==> config.mk <==
export PLATFORM = sky130hd
export DESIGN_NAME = uart_tx_core
export DESIGN_NICKNAME = d
export VERILOG_FILES = /design/src/rtl/uart_tx_core.sv
export SDC_FILE = /design/constraint.sdc
export NUM_CORES = 1
export LEC_CHECK = 0
export CAP_MARGIN = 20
export CORE_MARGIN = 1.5
export CORE_UTILIZATION = 55
export DETAILED_ROUTE_END_ITERATION = 10
export PLACE_DENSITY = 0.84
export SYNTH_ARGS = -nofsm -noshare
export SYNTH_HDL_FRONTEND = slang
export SYNTH_SLANG_ARGS = --single-unit
export TNS_END_PERCENT = 50
==> constraint.sdc <==
create_clock -name mclk -period 2.3 [get_ports mclk]
set_clock_uncertainty 0.05 [all_clocks]
set_input_delay 0.46 -clock mclk [delete_from_list [all_inputs] [get_ports mclk]]
set_output_delay 0.46 -clock mclk [all_outputs]
set_load 0.05 [all_outputs]
==> src/rtl/uart_tx_core.sv <==
`timescale 1ns/1ps
// -----------------------------------------------------------------------------
// uart_tx_core
//
// Transmit half of the UART loopback path. Serializes one byte per request
// into an asynchronous frame: start bit, 8 data bits LSB-first, optional
// parity bit, then 1 or 2 stop bits. The bit period is baud_max_cnt+1 mclk
// cycles and is chosen at run time. A one-cycle done pulse marks the end of
// the last stop bit.
//
// Configuration macro:
//   UART_TX_PARITY_EN  defined   : PARITY state built, parity_sel honoured
//                      undefined : no parity bit ever, parity_sel ignored
//
// Ports:
//   mclk          in   system clock, rising edge
//   n_reset       in   asynchronous active-low reset
//   baud_max_cnt  in   [15:0] bit period minus one, in mclk cycles
//   tr_data       in   [7:0]  byte to send
//   parity_sel    in   [1:0]  00 none, 01 odd, 10 even, 11 none
//   stop_sel      in   0 = one stop bit, 1 = two stop bits
//   send_en       in   start request, sampled only while idle
//   txd           out  serial line, idle high (registered)
//   done          out  one-cycle pulse at frame end (registered)
// -----------------------------------------------------------------------------
module uart_tx_core (
   input  logic        mclk,
   input  logic        n_reset,
   input  logic [15:0] baud_max_cnt,
   input  logic [7:0]  tr_data,
   input  logic [1:0]  parity_sel,
   input  logic        stop_sel,
   input  logic        send_en,
   output logic        txd,
   output logic        done
);

   typedef enum logic [2:0] {
      S_IDLE,
      S_START,
      S_DATA,
`ifdef UART_TX_PARITY_EN
      S_PARITY,
`endif
      S_STOP
   } state_t;

   state_t      r_state;
   logic [15:0] r_cnt;
   logic [15:0] r_baud;
   logic [3:0]  r_bit_idx;
   logic [7:0]  r_data;
   logic        r_stop;
   logic        r_txd;
   logic        r_done;

   logic        w_bit_end;
   logic [2:0]  w_next_idx;

   assign w_bit_end  = (r_cnt == r_baud);
   assign w_next_idx = r_bit_idx[2:0] + 3'd1;

`ifdef UART_TX_PARITY_EN
   logic [1:0]  r_par;
   logic        w_par_en;
   logic        w_par_bit;

   assign w_par_en  = (r_par == 2'b01) || (r_par == 2'b10);
   // Odd parity is the complement of the data's XOR-reduce.
   assign w_par_bit = (r_par == 2'b01) ? ~(^r_data) : (^r_data);
`else
   logic        w_unused_parity;
   assign w_unused_parity = ^parity_sel;
`endif

   always_ff @(posedge mclk or negedge n_reset) begin
      if (!n_reset) begin
         r_state   <= S_IDLE;
         r_cnt     <= '0;
         r_baud    <= '0;
         r_bit_idx <= '0;
         r_data    <= '0;
         r_stop    <= 1'b0;
         r_txd     <= 1'b1;
         r_done    <= 1'b0;
`ifdef UART_TX_PARITY_EN
         r_par     <= '0;
`endif
      end else begin
         r_done <= 1'b0;
         case (r_state)
            S_IDLE: begin
               r_txd     <= 1'b1;
               r_cnt     <= '0;
               r_bit_idx <= '0;
               if (send_en) begin
                  // Frame settings are frozen here; later input changes are ignored.
                  r_data  <= tr_data;
                  r_stop  <= stop_sel;
                  r_baud  <= baud_max_cnt;
`ifdef UART_TX_PARITY_EN
                  r_par   <= parity_sel;
`endif
                  r_txd   <= 1'b0;
                  r_state <= S_START;
               end
            end

            S_START: begin
               if (w_bit_end) begin
                  r_cnt     <= '0;
                  r_bit_idx <= '0;
                  r_txd     <= r_data[0];
                  r_state   <= S_DATA;
               end else begin
                  r_cnt <= r_cnt + 16'd1;
               end
            end

            S_DATA: begin
               if (w_bit_end) begin
                  r_cnt <= '0;
                  if (r_bit_idx == 4'd7) begin
                     r_bit_idx <= '0;
`ifdef UART_TX_PARITY_EN
                     if (w_par_en) begin
                        r_txd   <= w_par_bit;
                        r_state <= S_PARITY;
                     end else begin
                        r_txd   <= 1'b1;
                        r_state <= S_STOP;
                     end
`else
                     r_txd   <= 1'b1;
                     r_state <= S_STOP;
`endif
                  end else begin
                     r_bit_idx <= r_bit_idx + 4'd1;
                     r_txd     <= r_data[w_next_idx];
                  end
               end else begin
                  r_cnt <= r_cnt + 16'd1;
               end
            end

`ifdef UART_TX_PARITY_EN
            S_PARITY: begin
               if (w_bit_end) begin
                  r_cnt     <= '0;
                  r_bit_idx <= '0;
                  r_txd     <= 1'b1;
                  r_state   <= S_STOP;
               end else begin
                  r_cnt <= r_cnt + 16'd1;
               end
            end
`endif

            S_STOP: begin
               r_txd <= 1'b1;
               if (w_bit_end) begin
                  r_cnt <= '0;
                  // Index 0 is the first stop bit; two-stop frames also run index 1.
                  if (r_bit_idx == {3'b000, r_stop}) begin
                     r_bit_idx <= '0;
                     r_done    <= 1'b1;
                     r_state   <= S_IDLE;
                  end else begin
                     r_bit_idx <= r_bit_idx + 4'd1;
                  end
               end else begin
                  r_cnt <= r_cnt + 16'd1;
               end
            end

            default: begin
               r_txd   <= 1'b1;
               r_state <= S_IDLE;
            end
         endcase
      end
   end

   assign txd  = r_txd;
   assign done = r_done;

endmodule

## Word-level counts from Yosys, hierarchy flattened

Cells that the tools add are included.

- $lt $le $gt $ge: 1
- $mul: 0
- Reduce and logical (&&, ||, !) cells: 8
- Bitwise operators: 0
- Divide/modulo/power cells: 0
- Shift-type cells: 0
- $add $sub $neg: 3
- Mux-type cells: 25
- Eq/ne operators: 12

Operator list:

| kind | number |
|---|---|
| $pmux W16 S2 | 1 |
| $mux W4 | 5 |
| $mux W3 | 6 |
| $add A16 B1 Y16 const B | 1 |
| $eq A16 B16 Y1 | 1 |
| $mux W16 | 1 |
| $pmux W4 S4 | 1 |
| $ne A2 B2 Y1 const B | 6 |
| $pmux W3 S4 | 1 |
| $mux W1 | 8 |
| $eq A3 B2 Y1 const B | 2 |
| $reduce_and A6 Y1 | 1 |
| $add A4 B1 Y4 const B | 1 |
| $eq A4 B1 Y1 | 1 |
| $eq A4 B3 Y1 const B | 1 |
| $lt A3 B4 Y1 const B | 1 |
| $reduce_and A2 Y1 | 2 |
| $reduce_and A4 Y1 | 1 |
| $reduce_bool A4 Y1 | 1 |
| $add A3 B1 Y3 const B | 1 |
| $bmux W1 S3 | 1 |
| $eq A3 B1 Y1 const B | 1 |
| $logic_not A3 Y1 | 1 |
| $pmux W1 S3 | 1 |
| other kinds (2) | 2 |

- Latch bits: 0
- Bits in writable memories: 0
- Memories: 0
- ROM bits: 0
- Register bits: 50
- Output and inout bits: 2

## Longest topological paths before layout

- Word-level depth: 6
- Gate-level depth with buffers: 8
- Gate-level depth less buffers: 7

## Least setup slack after synthesis

No wires, ideal clock.

- Path kind: register to register
- Start point: register r_state[0]
- End point: register r_state[1]
- Required time: 2.122 ns
- Slack: 0.324 ns
- Arrival time: 1.798 ns
- Cell stages (with the launch flop): 7
- Path buffers: 1
- Cell sequence: dfrtp_1 > inv_1 > ha_1 > or3_1 > buf_2 > a221oi_2 > mux2_1

- Word-level cells in the longest chain between the ends: 3
- Elaborated cells between the ends (all ways): 12
- Those cells by class: 9 x eq/ne; 1 x mux; 2 x reduce/logical

Ends and longest elaborated chain:

| element | line | RTL |
|---|---|---|
| start: declaration | 48 | `state_t r_state;` |
| start signal: assignment | 78 | `r_state <= S_IDLE;` |
| start signal: assignment | 105 | `r_state <= S_START;` |
| start signal: assignment | 114 | `r_state <= S_DATA;` |
| $eq A3 B2 Y1 (tied with other cells) | 91 | `case (r_state)` |
| $ne A2 B2 Y1 (no line) | n/a |  |
| $reduce_and A6 Y1 (no line) | n/a |  |

Several ways; a longest one is shown, not always the timed one.
A chain may end at the register's enable or synchronous reset.

## Worst setup path after layout

- Start point: register r_txd, in the netlist txd
- End point: output port txd

RTL lines:

| element | line | RTL |
|---|---|---|
| start: declaration | 54 | `logic r_txd;` |
| start signal: assignment | 113 | `r_txd <= r_data[0];` |
| start signal: assignment | 139 | `r_txd <= r_data[w_next_idx];` |
| end: declaration | 34 | `output logic txd,` |

No word-level cell between the ends.

==> qor.txt <==
GPL Wtd Cong = 0.882
Final Instance Count excl. Fillers = 334
Die area = 5220 µm²
Initial antenna violation count = 0
Reg-to-reg startpoint = r_cnt[3]$_DFFE_PN0P_
Clock buffer count from CTS = 5
Routed WL = 5420 µm
# fillers = 330
Core footprint = 4660 µm²
RSZ-0062 raised after global routing = false
Setup TNS = 0 ps
R2R Setup Slk = 210 ps
DRT iter0 DRCs = 121
Most common cell after layout, fill and taps aside = dfrtp_1
Seq/Total Area, Yosys = 0.465
Layout cells sized above 1 = 0.200
Clk root buf = clkbuf_8
First drt pass iteration count = 4
H-tree level count = 2
Number of nets with antenna violations after routing = 0
Max transition margin = 0.669
Row Count = 25
I/O Buffers = 29
Area delta synth->final = 18.5%
Status = complete, no violations
Crit-path leading delay family = buffers and inverters
DRC Markers = 0
CTS tree = yes
CP max-delay cell = clkdlybuf4s50_1
Element type at the critical path start = register
Type of the most critical hold path = input port to async pin
Max-slew violation count = 0
Minimum clock period = 2140 ps
CP max stage delay = 790 ps
Largest net degree at the start of global routing = 26
Final Net Count = 316
DP HPWL = 3890 µm
Sink Count = 49
Via count = 1986
Post-Layout Inst Area = 3130 µm²
Fin crit share = 0.931
PostCTS Resize Cnt = 0
CP required = 1790 ps
Net count of the mapped netlist = 278
Arrival time worst endpoint = 1630 ps
Cell area after synthesis = 2640 µm²
Ys async rst share = 1.00
Setup violations, final = 0
Mean post-synth cell area = 11.0 µm²
Fin util = 0.671
Max FO, Critical Path = 2
Global-route wire length before repair = 9110 µm
Fmax = 467 MHz
Clock slew at reported path FFs = 100 ps
Clock Tree Buf Depth = 2
CP Cell Sequence = clkdlybuf4s50_1
Pwr Total = 3.39 mW
Worst r2r path cells = 5
Post-synth EDFFs = 0
Top FF cell, synth = dfrtp_1
Syn Inst Count = 241
Vias in the first global route = 1869
RR Endpoint = r_state[1]$_DFFE_PN0P_
Crit. path cell count = 1
Slack of the critical path = 158 ps
Synth warnings = 0
Max cap viols = 0
DR vias/cell = 5.95
WL/cell = 16.2 µm
Global route overflow = 0
Starting Density = 0.566
Crit Path Category = register to output port
Placed cell count = 326
Buf/Inv on CP = 1
Gr usage total = 0.228
Die X-Extent = 72.3 µm
LEAKAGE = 1.36 nW
Antenna cells = 0
Setup repair bufs after CTS = 0
Ports = 32
Worst setup EP type = output port
Clock Latency Late Sink = 300 ps
DP Area = 3030 µm²
Fin Hold WS = 5.44 ps
Worst-Margin Slew = 495 ps
IR drop worst, VDD = 0.657 mV
PD cells = 1080 nW/µm²
Yosys reg bits = 49
Worst slack at placement = 246 ps
Final hold violations = 0
Hold_buf cts = 0
Most frequent cells in the layout = 48 x dfrtp_1, 28 x clkdlybuf4s50_1, 25 x mux2_2
Yosys cell types = 49
Die Y = 72.3 µm
==> registers in the layout, summed over array words and instances, names as in the netlist <==
signal and count:
r_data 8, txd 1, r_stop 1, r_cnt 16
done 1, r_state 2, r_bit_idx 4, r_baud 16
==> power by group <==
part           switching, mW  internal, mW
clock                  0.307         0.250
combinational          0.729         0.721
sequential             0.226          1.16
==> cells in the mapped netlist, drive strengths merged (3+ instances only) <==
cell	number	area share
a21oi	5	0.0095
nand3b	5	0.014
mux2	26	0.11
nand2	18	0.026
clkbuf	5	0.0071
o21ai	9	0.017
nand4	6	0.014
nor4	6	0.021
nand3	13	0.025
ha	7	0.033
inv	12	0.017
dfrtp	48	0.45
nor2	12	0.017
xor2	19	0.063
buf	6	0.016
a22o	3	0.010
==> worst max path at each step <==
stage / slack (ps) / endpoint / startpoint
floorplan: 320 / r_state[1]$_DFFE_PN0P_ / r_state[0]$_DFFE_PN0P_
global route: 70 / r_cnt[14]$_DFFE_PN0P_ / r_cnt[0]$_DFFE_PN0P_
detailed placement: 250 / r_state[1]$_DFFE_PN0P_ / r_cnt[3]$_DFFE_PN0P_
global placement: 270 / r_cnt[8]$_DFFE_PN0P_ / r_cnt[10]$_DFFE_PN0P_
finish: 160 / txd / txd$_DFFE_PN1P_
CTS: 140 / txd / txd$_DFFE_PN1P_
==> kinds of logic (layout without fill, tap and decap cells) <==
group / count (synthesis) / in the layout / share of synthesized area
buffers and inverters: 23 / 62 / 0.0403
AND/OR/NAND/NOR: 74 / 74 / 0.154
XOR/XNOR: 20 / 20 / 0.0664
AO/OA/AOI/OAI: 38 / 38 / 0.106
flip-flops: 49 / 49 / 0.465
adder cells (fa/ha/maj): 7 / 7 / 0.0332
multiplexers: 30 / 30 / 0.136
==> layout make-up <==
type	count	area, µm²	area share
clock buffers	6	82.6	0.0264
well taps	54	67.6	0.0216
multi-input cells	169	1310	0.417
repair buffers	42	383	0.122
clock inverters	2	17.5	0.00560
flip-flops and latches	49	1230	0.392
inverters	12	45.0	0.0144
==> metal layers <==
layer | share of wire | track usage | up-vias
met5 | 0 | 0 | -
met3 | 0.043 | 0.0444 | 15
met2 | 0.47 | 0.347 | 58
li1 | - | - | 944
met4 | 0.026 | 0.0881 | 0
met1 | 0.46 | 0.326 | 969
==> worst register-to-register path: stages (launching register included) <==
cell,delay [ps]
dfrtp_1,460
xor2_1,200
nor4_2,370
nand4_1,210
a221oi_2,340
mux2_1,350
(Power assumes the default switching activity.)
